--- config.mk ---
export PLATFORM = sky130hd
export DESIGN_NAME = ball_motion
export DESIGN_NICKNAME = d
export VERILOG_FILES = /design/src/rtl/ball_motion.sv
export SDC_FILE = /design/constraint.sdc
export NUM_CORES = 1
export LEC_CHECK = 0
export BUFFER_PORTS_ARGS = -buffer_cell sky130_fd_sc_hd__buf_4
export CORE_MARGIN = 1.5
export CORE_UTILIZATION = 53
export DETAILED_ROUTE_END_ITERATION = 8
export PLACE_DENSITY_LB_ADDON = 0.1
export SYNTH_ARGS = -nofsm -noshare
export SYNTH_HDL_FRONTEND = slang
export SYNTH_SLANG_ARGS = --single-unit
--- constraint.sdc ---
create_clock -name clk -period 4.3 [get_ports clk]
set_input_delay 0.86 -clock clk [delete_from_list [all_inputs] [get_ports clk]]
set_output_delay 0.86 -clock clk [all_outputs]
set_load 0.02 [all_outputs]
--- src/rtl/ball_motion.sv ---
// Per-frame animation controller: moves three balls and bounces them inside a margin-inset screen.
// Latency: sync fall edge E0 starts the sequence, balls 0/1/2 land on E1/E2/E3, update_done pulses E3-E4.
// No backpressure: a started three-cycle update sequence always runs to completion.
module ball_motion #(
  parameter int H_ACTIVE = 640,
  parameter int V_ACTIVE = 480,
  parameter int MARGIN   = 32
) (
  input  logic        clk,
  input  logic        rst_n,
  input  logic        v_sync,
  input  logic        pause,
  input  logic [1:0]  speed,
  output logic [29:0] ball_x,
  output logic [29:0] ball_y,
  output logic [7:0]  frame_count,
  output logic        update_done
);

  localparam logic [1:0] S_IDLE = 2'd0;
  localparam logic [1:0] S_UPD0 = 2'd1;
  localparam logic [1:0] S_UPD1 = 2'd2;
  localparam logic [1:0] S_UPD2 = 2'd3;

  localparam logic signed [11:0] P_MIN  = 12'(MARGIN);
  localparam logic signed [11:0] X_MAX  = 12'(H_ACTIVE - MARGIN);
  localparam logic signed [11:0] Y_MAX  = 12'(V_ACTIVE - MARGIN);

  logic              vs_q;
  logic [1:0]        state_q, state_d;
  logic [7:0]        fc_q;
  logic              done_q;
  logic [2:0][9:0]   pos_x_q, pos_y_q;
  logic [2:0][3:0]   vel_x_q, vel_y_q;
  logic              tick;
  logic [1:0]        idx;
  logic [9:0]        cur_px, cur_py, new_px, new_py;
  logic [3:0]        cur_vx, cur_vy, new_vx, new_vy;

  // One axis of motion: returns {new_vel, new_pos}. Landing exactly on a bound is a bounce.
  function automatic logic [13:0] axis_step(input logic [9:0] pos, input logic [3:0] vel,
                                             input logic [1:0] spd, input logic signed [11:0] lim_max);
    logic signed [11:0] step;
    logic signed [11:0] sum;
    logic [3:0]         neg_vel;
    step    = $signed({{8{vel[3]}}, vel}) <<< spd;
    sum     = $signed({2'b00, pos}) + step;
    neg_vel = 4'd0 - vel;
    if (!vel[3] && (sum >= lim_max))
      axis_step = {neg_vel, lim_max[9:0]};
    else if (vel[3] && (sum <= P_MIN))
      axis_step = {neg_vel, P_MIN[9:0]};
    else
      axis_step = {vel, sum[9:0]};
  endfunction

  // Falling-edge tick detection and the IDLE->UPD0->UPD1->UPD2 sequencer.
  always_comb begin
    tick    = vs_q & ~v_sync & ~pause & (state_q == S_IDLE);
    state_d = state_q;
    case (state_q)
      S_IDLE:  state_d = tick ? S_UPD0 : S_IDLE;
      S_UPD0:  state_d = S_UPD1;
      S_UPD1:  state_d = S_UPD2;
      default: state_d = S_IDLE;
    endcase
  end

  // Select the ball being updated this cycle and compute its next position/velocity.
  always_comb begin
    case (state_q)
      S_UPD1:  idx = 2'd1;
      S_UPD2:  idx = 2'd2;
      default: idx = 2'd0;
    endcase
    cur_px = pos_x_q[0]; cur_py = pos_y_q[0]; cur_vx = vel_x_q[0]; cur_vy = vel_y_q[0];
    case (idx)
      2'd1: begin cur_px = pos_x_q[1]; cur_py = pos_y_q[1]; cur_vx = vel_x_q[1]; cur_vy = vel_y_q[1]; end
      2'd2: begin cur_px = pos_x_q[2]; cur_py = pos_y_q[2]; cur_vx = vel_x_q[2]; cur_vy = vel_y_q[2]; end
      default: ;
    endcase
    {new_vx, new_px} = axis_step(cur_px, cur_vx, speed, X_MAX);
    {new_vy, new_py} = axis_step(cur_py, cur_vy, speed, Y_MAX);
  end

  // Control registers: sync history, state, frame counter and completion pulse.
  always_ff @(posedge clk or negedge rst_n) begin
    if (!rst_n) begin
      vs_q    <= 1'b0;
      state_q <= S_IDLE;
      fc_q    <= 8'd0;
      done_q  <= 1'b0;
    end else begin
      vs_q    <= v_sync;
      state_q <= state_d;
      done_q  <= (state_q == S_UPD2);
      if (state_q == S_UPD2)
        fc_q <= fc_q + 8'd1;
    end
  end

  // Ball state: one ball written per update cycle, the others hold.
  always_ff @(posedge clk or negedge rst_n) begin
    if (!rst_n) begin
      pos_x_q <= {10'd480, 10'd320, 10'd160};
      pos_y_q <= {10'd360, 10'd240, 10'd120};
      vel_x_q <= {4'b0001, 4'b1110, 4'b0011};
      vel_y_q <= {4'b1100, 4'b0011, 4'b0010};
    end else if (state_q != S_IDLE) begin
      pos_x_q[idx] <= new_px;
      pos_y_q[idx] <= new_py;
      vel_x_q[idx] <= new_vx;
      vel_y_q[idx] <= new_vy;
    end
  end

  assign ball_x      = pos_x_q;
  assign ball_y      = pos_y_q;
  assign frame_count = fc_q;
  assign update_done = done_q;

endmodule
==> impl_metrics.tcl <==
set metrics [dict create \
    track_usage_pct 27.5 \
    instances_no_fill 888 \
    ctsHoldBuffers 0 \
    synth_cell_types 68 \
    cp.depth 17 \
    cp.arrival_ns 4.47 \
    synth_area_sq_mm 0.00594 \
    setup_viol 0 \
    synth_area_leader_cell "dfrtp_1" \
    crit_slowest_cell "dfrtp_2" \
    rows 38 \
    drt_wl_total_mm 16.1 \
    timing.critical_path.mode_cell "a21oi_1" \
    die_w_um 109 \
    vias_per_cell 6.18 \
    clk_pin_slew_ns 0.09 \
    reg2reg_slack_ns 0.12 \
    dr.pass1.iters 7 \
    slowest_delay_ns 0.45 \
    cts_buffers 9 \
    dpl.hpwl_mm 11.0 \
    yosys-top-cells-area "dfrtp_1 (27%), dfstp_2 (14%), ha_1 (6.5%), a21oi_1 (4.8%), nand2_1 (4.3%)" \
    drc 0 \
    hold_violations 0 \
    finalHoldWorstSlack_ns 0.480 \
    drive_above_1_share_pct 32.9 \
    insertion_delay_ns 0.38 \
    cts_buffer_depth 2 \
    grt_antenna_before_repair 0 \
    synth_xor_area_share_pct 2.66 \
    hp-class "reg -> reg" \
    first_iter_violations 448 \
    grt-ovfl-total 0 \
    ios 75 \
    cts.sinks 96 \
    core_sq_mm 0.0109 \
    synth-seq-cells 96 \
    synth_top_family_by_area "compound AO/OA/AOI/OAI gates" \
    cts_tree "yes" \
    syn_to_final_growth_pct 24.7 \
    avgRoutedWirePerCell_um 18.1 \
    dpl.cell_count 859 \
    synth_compound_area_share_pct 25.4 \
    initial_core_util_pct 54.5 \
    final_cell_mix "buf_4 (128), nand2_1 (66), dfrtp_1 (63)" \
    grt_pass1_vias 4998 \
    grt_pass1_wl_mm 25.2 \
    yosysWarningCount 0 \
    fin_worst_skew_ns 0.0112 \
    synth_edf_count 0 \
    layout_commonest_cell "buf_4" \
    synth.avg_cell_area_sq_um 9.25 \
    synthCells 642 \
    nets 783 \
    syn-num-nets 681 \
    grt_max_degree 83 \
    synth_top_cell_area_share_pct 27.4 \
    period_minus_slack_ns 4.18 \
    h-tree-depth 3 \
    placement.io_buffers 74 \
    start_kind "flop" \
    cp-end-kind "flop" \
    cp.required_ns 4.59 \
    ff2ff_path_depth 17 \
    max_freq_mhz 239 \
    synth_ff_type "dfrtp_1" \
    slew_headroom_pct 33.0 \
    crit_family "compound AO/OA/AOI/OAI gates" \
    crit_path_start "state_q[0]" \
    gp_congestion 0.890 \
    status "finished, final reports clean" \
    reg2reg_to "vel_x_q[6]" \
    endpoint "vel_x_q[6]" \
    dieHeight_um 109 \
    path_cells "inv_2 -> ha_4 -> buf_12 -> a22o_1 -> a21oi_1 -> mux2_2 -> or2_2 -> inv_1 -> ha_1 -> a21oi_1 -> o22ai_4 -> o31a_1 -> xor2_2 -> buf_4 -> o41a_1 -> a2111o_1 -> o311ai_1" \
    drv_cap 0 \
    async_flop_share_pct 100 \
    critPathMaxFanout 12 \
    vias 5485 \
    yosys.area_share.adder_pct 7.21 \
    worstMarginPinSlew_ns 1.00 \
    r2r_start "state_q[0]" \
    cts_root_buf "clkbuf_8" \
    min_period_over_period_pct 97.2 \
    crit_type "reg -> reg" \
    worst-path-buf-inv 4 \
    die_area_sq_mm 0.0118 \
    yosys.area_share.simple_pct 14.2 \
    ant_nets 0 \
    synthMuxAreaShare_pct 4.30 \
    ys_seq_area_share_pct 41.1 \
    fin_setup_tns_ns 0 \
    antenna_cells 0 \
    slew_viol_final 0 \
]
synth_stat cells (4+ instances only):
cell / n
a2111o_1: 7
a21o_1: 15
a21oi_1: 57
a22o_1: 12
a22oi_1: 16
a31oi_1: 10
and3_1: 11
buf_1: 7
clkbuf_1: 30
clkinv_1: 5
dfrtp_1: 65
dfstp_2: 31
ha_1: 31
inv_1: 33
mux2_2: 20
nand2_1: 68
nand2b_1: 4
nand3_1: 13
nand4_1: 16
nor2_1: 42
nor3_1: 7
nor4_1: 4
o211ai_1: 9
o21ai_0: 25
o2bb2ai_1: 22
o31ai_1: 4
xnor2_1: 10
xor2_1: 8
metrics by stage:
| stage | area, sq um | worst slack, ns | util (%) |
|---|---|---|---|
| final | 7400 | 0.121 | 68.0 |
| after global routing | 7400 | -0.0665 | 68.0 |
| after CTS | 7130 | 0.0153 | 65.4 |
| after detailed placement | 6860 | -0.183 | 63.0 |
| after global placement | 6860 | 0.0214 | 63.0 |
| after floorplan | 5960 | 0.00984 | - |
state kept, by name, indices dropped and copies added (netlist names):
name,count
ball_x,30
ball_y,30
vel_x_q,12
vel_y_q,12
frame_count,8
state_q,2
update_done,1
vs_q,1
area by class of cell:
class                      count  area (sq um)
timing repair buffer         131          1010
multi-input combinational    468          3430
sequential                    96          2440
clock buffer                  11           131
tap                          140           175
clock inverter                 4          70.1
inverter                      38           143
fill                         880          3490
routing by layer:
layer / wire length, um / vias to the layer above / part of all wire (%) / global-route usage (%)
met3: 1110 / 31 / 6.9 / 3.83
met5: 0 / - / 0 / 0
met2: 7280 / 232 / 45 / 41.5
met4: 276 / 0 / 1.7 / 9.68
met1: 7430 / 2664 / 46 / 40.4
li1: - / 2558 / - / -
repair_timing:
action | CTS | global route
pin swaps | 2 | 16
buffers inserted | 1 | 13
endpoints found under the setup margin | 61 | 72
resized for setup | 12 | 40
logic make-up after synthesis:
| family | after synthesis |
|---|---|
| xor+xnor | 18 |
| flops | 96 |
| mux | 23 |
| compound gates | 214 |
| simple gates | 180 |
| fa+ha+maj | 33 |
| buf+inv | 78 |
worst min path at each step:
stage	startpoint	to	cells past startpoint
2_1_floorplan	vel_y_q[9]	vel_y_q[9]	2
5_1_grt	vel_y_q[5]	vel_y_q[5]	2
3_5_place_dp	vel_y_q[1]	vel_y_q[1]	2
3_3_place_gp	frame_count[7]	frame_count[7]	1
4_1_cts	vel_y_q[1]	vel_y_q[1]	2
6_report	frame_count[7]	frame_count[7]	1
Power is left out: the tool's default activity adds up to more than one toggle a clock period on the data nets, which glitch-free logic cannot reach.
